## config.mk

```make
export PLATFORM = sky130hd
export DESIGN_NAME = com_slink_pkt_check
export DESIGN_NICKNAME = d
export VERILOG_FILES = /design/src/rtl/com_slink_pkt_check_pkg.sv /design/src/rtl/com_slink_crc16_d8.sv /design/src/rtl/com_slink_pkt_check.sv
export SDC_FILE = /design/constraint.sdc
export NUM_CORES = 1
export LEC_CHECK = 0
export CAP_MARGIN = 20
export CORE_MARGIN = 2
export CORE_UTILIZATION = 60
export DETAILED_ROUTE_END_ITERATION = 12
export PLACE_DENSITY = 0.83
export SETUP_SLACK_MARGIN = 0.02
export SLEW_MARGIN = 20
export SYNTH_ARGS = -nofsm -noshare
export SYNTH_HDL_FRONTEND = slang
export SYNTH_SLANG_ARGS = --single-unit
export TNS_END_PERCENT = 20
```

## constraint.sdc

```tcl
create_clock -name clk_125m -period 3.1 [get_ports clk_125m]
set_input_delay 0.93 -clock clk_125m [delete_from_list [all_inputs] [get_ports clk_125m]]
set_output_delay 0.93 -clock clk_125m [all_outputs]
set_load 0.03 [all_outputs]
```

## src/rtl/com_slink_pkt_check_pkg.sv

```systemverilog
// Shared SLINK definitions for the receive packet checker: CRC constants,
// FSM state encoding and status timing.
package com_slink_pkt_check_pkg;

  localparam logic [15:0] CRC16_POLY   = 16'h1021;
  localparam logic [15:0] CRC16_INIT   = 16'h0000;
  localparam logic [10:0] BYTE_CNT_MAX = 11'h7FF;
  localparam int unsigned STATUS_LAT   = 1;

  typedef enum logic [0:0] {
    ST_IDLE = 1'b0,
    ST_RECV = 1'b1
  } slink_state_e;

endpackage

```

## src/rtl/com_slink_crc16_d8.sv

```systemverilog
// Combinational CRC-16 (poly 0x1021, MSB first) update for one data byte.
module com_slink_crc16_d8
  import com_slink_pkt_check_pkg::*;
(
  input  logic [15:0] crc_i,
  input  logic [7:0]  data_i,
  output logic [15:0] crc_o
);

  logic [15:0] crc_v;
  logic        fb_v;

  // Shift the byte through the LFSR one bit at a time, MSB first.
  always_comb begin
    crc_v = crc_i;
    fb_v  = 1'b0;
    for (int i = 7; i >= 0; i--) begin
      fb_v  = crc_v[15] ^ data_i[i];
      crc_v = {crc_v[14:0], 1'b0} ^ (fb_v ? CRC16_POLY : 16'h0000);
    end
    crc_o = crc_v;
  end

endmodule

```

## src/rtl/com_slink_pkt_check.sv

```systemverilog
// Per-channel SLINK RX packet checker: frames packets and reports length,
// CRC and tick-continuity status plus a delay-timeout level.
module com_slink_pkt_check
  import com_slink_pkt_check_pkg::*;
#(
  parameter logic [10:0] PKT_LEN       = 11'd64,
  parameter logic [23:0] DELAY_TIMEOUT = 24'd125000
) (
  input  logic       clk_125m,
  input  logic       rst_125m,
  input  logic [7:0] rx_data,
  input  logic       rx_valid,
  input  logic       rx_sop,
  input  logic       rx_eop,
  output logic       chn_pkt_eop,
  output logic       chn_pkt_len_err,
  output logic       chn_pkt_tick_err,
  output logic       chn_pkt_crc_err,
  output logic       chn_pkt_delay_err,
  output logic [7:0] rx_pkt_tick
);

  slink_state_e state_q, state_d;
  logic [10:0]  byte_cnt_q, byte_cnt_d;
  logic [15:0]  crc_q, crc_d;
  logic [7:0]   tick_q, tick_d;
  logic [7:0]   last_tick_q, last_tick_d;
  logic         tick_vld_q, tick_vld_d;
  logic [7:0]   rx_tick_q, rx_tick_d;
  logic [23:0]  dly_cnt_q, dly_cnt_d;
  logic         delay_err_q, delay_err_d;
  logic         pkt_eop_q, pkt_eop_d;
  logic         len_err_q, len_err_d;
  logic         tick_err_q, tick_err_d;
  logic         crc_err_q, crc_err_d;

  logic [15:0]  crc_in_s, crc_nxt_s;
  logic [10:0]  cnt_inc_s, fin_cnt_s;
  logic [7:0]   fin_tick_s;
  logic         end_s, abort_s, len_bad_s, crc_bad_s, tick_bad_s, tick_vld_upd_s;

  // A sop byte always restarts the CRC, whether from IDLE or as an abort.
  assign crc_in_s  = rx_sop ? CRC16_INIT : crc_q;
  assign cnt_inc_s = (byte_cnt_q == BYTE_CNT_MAX) ? BYTE_CNT_MAX : byte_cnt_q + 11'd1;

  com_slink_crc16_d8 u_crc (
    .crc_i  (crc_in_s),
    .data_i (rx_data),
    .crc_o  (crc_nxt_s)
  );

  // Framing FSM, packet status evaluation and delay timer next-state.
  always_comb begin
    state_d     = state_q;
    byte_cnt_d  = byte_cnt_q;
    crc_d       = crc_q;
    tick_d      = tick_q;
    last_tick_d = last_tick_q;
    rx_tick_d   = rx_tick_q;
    end_s       = 1'b0;
    abort_s     = 1'b0;
    fin_cnt_s   = 11'd0;
    fin_tick_s  = 8'h00;

    case (state_q)
      ST_IDLE: begin
        if (rx_valid && rx_sop) begin
          crc_d      = crc_nxt_s;
          byte_cnt_d = 11'd1;
          tick_d     = rx_data;
          if (rx_eop) begin
            end_s      = 1'b1;
            fin_cnt_s  = 11'd1;
            fin_tick_s = rx_data;
            state_d    = ST_IDLE;
          end else begin
            state_d = ST_RECV;
          end
        end else begin
          state_d = ST_IDLE;
        end
      end
      ST_RECV: begin
        if (rx_valid && rx_sop) begin
          abort_s    = 1'b1;
          crc_d      = crc_nxt_s;
          byte_cnt_d = 11'd1;
          tick_d     = rx_data;
          state_d    = rx_eop ? ST_IDLE : ST_RECV;
        end else if (rx_valid) begin
          crc_d      = crc_nxt_s;
          byte_cnt_d = cnt_inc_s;
          if (rx_eop) begin
            end_s      = 1'b1;
            fin_cnt_s  = cnt_inc_s;
            fin_tick_s = tick_q;
            state_d    = ST_IDLE;
          end else begin
            state_d = ST_RECV;
          end
        end else begin
          state_d = ST_RECV;
        end
      end
      default: state_d = ST_IDLE;
    endcase

    len_bad_s  = (fin_cnt_s != PKT_LEN);
    crc_bad_s  = (crc_nxt_s != 16'h0000);
    tick_bad_s = tick_vld_q && !crc_bad_s && (fin_tick_s != last_tick_q + 8'd1);

    if (end_s) begin
      pkt_eop_d  = 1'b1;
      len_err_d  = len_bad_s;
      crc_err_d  = crc_bad_s;
      tick_err_d = tick_bad_s;
    end else begin
      pkt_eop_d  = abort_s;
      len_err_d  = abort_s;
      crc_err_d  = 1'b0;
      tick_err_d = 1'b0;
    end

    // Only clean packets advance the tick reference.
    if (end_s && !crc_bad_s && !len_bad_s) begin
      last_tick_d    = fin_tick_s;
      rx_tick_d      = fin_tick_s;
      tick_vld_upd_s = 1'b1;
    end else begin
      tick_vld_upd_s = tick_vld_q;
    end

    if (pkt_eop_d) begin
      dly_cnt_d   = 24'd0;
      delay_err_d = 1'b0;
    end else if (dly_cnt_q != DELAY_TIMEOUT) begin
      dly_cnt_d   = dly_cnt_q + 24'd1;
      delay_err_d = (dly_cnt_d == DELAY_TIMEOUT);
    end else begin
      dly_cnt_d   = dly_cnt_q;
      delay_err_d = 1'b1;
    end

    // After a timeout the next packet resynchronises the tick sequence.
    tick_vld_d = (delay_err_d && !delay_err_q) ? 1'b0 : tick_vld_upd_s;
  end

  // State and registered status outputs.
  always_ff @(posedge clk_125m or negedge rst_125m) begin
    if (!rst_125m) begin
      state_q     <= ST_IDLE;
      byte_cnt_q  <= 11'd0;
      crc_q       <= CRC16_INIT;
      tick_q      <= 8'h00;
      last_tick_q <= 8'h00;
      tick_vld_q  <= 1'b0;
      rx_tick_q   <= 8'h00;
      dly_cnt_q   <= 24'd0;
      delay_err_q <= 1'b0;
      pkt_eop_q   <= 1'b0;
      len_err_q   <= 1'b0;
      tick_err_q  <= 1'b0;
      crc_err_q   <= 1'b0;
    end else begin
      state_q     <= state_d;
      byte_cnt_q  <= byte_cnt_d;
      crc_q       <= crc_d;
      tick_q      <= tick_d;
      last_tick_q <= last_tick_d;
      tick_vld_q  <= tick_vld_d;
      rx_tick_q   <= rx_tick_d;
      dly_cnt_q   <= dly_cnt_d;
      delay_err_q <= delay_err_d;
      pkt_eop_q   <= pkt_eop_d;
      len_err_q   <= len_err_d;
      tick_err_q  <= tick_err_d;
      crc_err_q   <= crc_err_d;
    end
  end

  assign chn_pkt_eop       = pkt_eop_q;
  assign chn_pkt_len_err   = len_err_q;
  assign chn_pkt_tick_err  = tick_err_q;
  assign chn_pkt_crc_err   = crc_err_q;
  assign chn_pkt_delay_err = delay_err_q;
  assign rx_pkt_tick       = rx_tick_q;

endmodule

```

==> flow_summary.toml <==
[synthesis]
synth_sequential_area_ratio = 0.390
async_flop_share = 1.00
synthesis.instances = 523
synth_top_cell_by_area = "dfrtp_1"
combined_area_of_all_synthesized_cells_um2 = 4750
synth_flop_cell = "dfrtp_1"
synth_area_leaders = "dfrtp_1, xnor2_1, nor2_1"
synth_seq_cells = 74
yosysWarnings = 0
most_instantiated_library_cell_after_synthesis = "dfrtp_1"
ys_types = 68
synth_area_per_cell_um2 = 9.09
synth_enable_flop_cells = 0
post-synth-top-area-fraction = 0.390
post_synth_most_frequent_cells = "dfrtp_1, nor2_1, xnor2_1"
mappedNetlistNets = 540

[final_layout]
final_nets = 583
finalNonFillerCells = 672
post_route_cells_drive_above_1_share = 0.144
postLayoutCellArea_um2 = 5480
synthToLayoutAreaGrowth_pct = 15.3
num_antenna_cells = 0

[drt]
route.detailed.drc = 0
drt_first_pass_iters = 4
maxUsedRoutingLayer = "met4"
met3_length_um = 675
wire_length_the_detailed_router_placed_on_met1_mm = 4.50
routed_wire_length_per_instance_um = 15.7
wl_met2_mm = 5.15
postRouteWirelength_mm = 10.6
route.antenna.remaining_nets = 0
vias_per_inst = 5.96
drt_iter0_drc = 274
via_count = 4005

[power_and_ir_drop]
power_leakage_nw = 2.47
power.density_cell_area_nw_per_um2 = 570
vdd_ir_drop_max_mv = 0.513

[global_route]
grt_remaining_overflow = 0
track_usage = 0.260
grt_pass1_wl_mm = 17.9
grt_pass1_vias = 3793
antenna_found_initial = 0
largest_net_degree_at_the_start_of_global_routing = 75

[cts]
post_cts.resized_instances = 0
holdBufCountCts = 0
clock_sink_count = 74
cts_root_buf = "clkbuf_8"
clk_transition_reported_paths_ns = 0.08
cts_buffers = 9
clk_path_buf_depth = 2
tritoncts_clock_tree = "done"
cts_setup_buffers = 0
clock_insertion_delay_worst_skew_ns = 0.35
clock_tree.htree_level_count = 3

[sta]
final.min_clock_period_ns = 2.95
setup-violations-final = 0
grt_setup_unrepaired = "no"
drv_slew = 0
worst_pin_slew_ns = 0.944
peak_clock_frequency_supported_by_timing_ghz = 0.339
timing.final.crit_share = 0.953
slew_headroom = 0.371
timing.final.hold_violations = 0
final.setup_skew_ns = 0.0150

[setup_path]
crit_path_start_kind = "input port"
arrival_ns = 3.17
rrSetupSlack_ns = 0.49
cp_max_fo = 10
cell_count_of_the_worst_reg_to_reg_path = 8
worst_setup_path_endpoint = "rx_pkt_tick[0]$_DFFE_PN0P_"
critical_path.startpoint = "rx_sop"
critical_path.reg2reg.endpoint = "tick_vld_q$_DFFE_PN0P_"
cp-end-kind = "flop"
worstSetupPathType = "in -> reg"
worst-endpoint-required_ns = 3.32
reg2reg_from = "dly_cnt_q[0]$_DFFE_PN0P_"

[floorplan]
core-area_um2 = 7690
die_area_um2 = 8650
dieHeight_um = 93.0
dieWidth_um = 93.0
number_of_core_rows = 32
num_io_pins = 26
initial_utilization = 0.618

[outcome]
result_of_the_run = "completed"

[place]
dpl.cell_count = 657
place_hpwl_mm = 7.56
dpl_cell_area_um2 = 5300
buffer_ports.inserted = 25
place.gp.congestion = 0.912

[min_path]
worst_hold_path_stage_count = 2
hold_class = "reg -> reg"

[run]
maxCapViolations = 0
## per-stage QoR
| step | power (mW) | hold slack, ns | util | worst slack (ns) | setup TNS [ns] |
|---|---|---|---|---|---|
| after floorplan | 2.12 | 0.452 | - | 0.405 | 0 |
| after global placement | 2.34 | 0.465 | 0.689 | -0.0667 | -0.492 |
| after detailed placement | 2.40 | 0.476 | 0.689 | -0.150 | -1.14 |
| after CTS | 3.13 | 0.492 | 0.713 | 0.180 | 0 |
| after global routing | 3.31 | 0.527 | 0.713 | 0.0407 | 0 |
| final | 3.12 | 0.485 | 0.713 | 0.147 | 0 |
## worst min path at each step
stage                          from                   end  slack [ns]
3_3_place_gp   crc_q[5]$_DFFE_PN0P_  crc_q[5]$_DFFE_PN0P_        0.47
3_5_place_dp   crc_q[5]$_DFFE_PN0P_  crc_q[5]$_DFFE_PN0P_        0.48
6_report       crc_q[5]$_DFFE_PN0P_  crc_q[5]$_DFFE_PN0P_        0.49
2_1_floorplan  crc_q[5]$_DFFE_PN0P_  crc_q[5]$_DFFE_PN0P_        0.45
4_1_cts        crc_q[5]$_DFFE_PN0P_  crc_q[5]$_DFFE_PN0P_        0.49
5_1_grt        crc_q[5]$_DFFE_PN0P_  crc_q[5]$_DFFE_PN0P_        0.53
## worst max-delay path: stages
cell             delay (ns)
clkdlybuf4s50_1        0.40
buf_4                  0.17
buf_4                  0.16
o21ai_0                0.43
o211a_1                0.26
o211ai_1               0.08
and4b_1                0.33
nand3_2                0.12
buf_12                 0.16
mux2i_1                0.12
## metal layers
metal  vias up  global-route usage
li1       1912                   -
met2       153               0.431
met3        26              0.0451
met4         0              0.0882
met1      1914               0.349
met5         -                   0
## placed cells by master (no fill, tap or decap), types with 3 or more instances in the layout
master	count
a21oi_1	14
a22o_1	5
a22oi_1	9
a31oi_1	4
and2_1	4
and3_1	13
buf_4	38
clkbuf_8	9
clkdlybuf4s50_1	24
dfrtp_1	74
ha_1	4
inv_1	19
mux2_2	9
mux2i_1	15
nand2_1	49
nand2b_1	5
nand3_1	25
nand4_1	6
nor2_1	51
nor2b_1	6
nor3_1	11
nor4_1	3
nor4b_1	3
o21a_1	3
o21ai_0	34
o22ai_1	3
o31ai_1	3
or3_1	5
xnor2_1	51
xnor3_1	4
xor2_1	15
## kinds of logic after synthesis
logic type,synth area share
and+or+nand+nor,0.223
AOI/OAI and AO/OA,0.131
DFF,0.390
xor gates and xnor gates,0.146
buffers and inverters,0.0469
muxes,0.0529
adders and majority gates,0.0105
## report_power, final
group / switching [mW] / internal, mW
clock network: 0.368 / 0.366
logic: 0.498 / 0.583
registers: 0.201 / 1.11
total: 1.07 / 2.06
## final cells by class
type / instances / area [um^2]
inverter: 19 / 71.3
fill: 575 / 2200
clock buffer: 10 / 128
multi-input combinational: 398 / 2680
tap: 102 / 128
timing repair buffer: 64 / 566
clock inverter: 5 / 56.3
sequential: 74 / 1850
## registers in the layout, summed over array words and instances (netlist names)
name               cells
chn_pkt_tick_err       1
byte_cnt_q            11
chn_pkt_delay_err      1
chn_pkt_crc_err        1
state_q                1
tick_q                 8
rx_pkt_tick            8
chn_pkt_len_err        1
dly_cnt_q             24
crc_q                 16
tick_vld_q             1
chn_pkt_eop            1
Note: power is estimated with default switching activity, not from simulation.
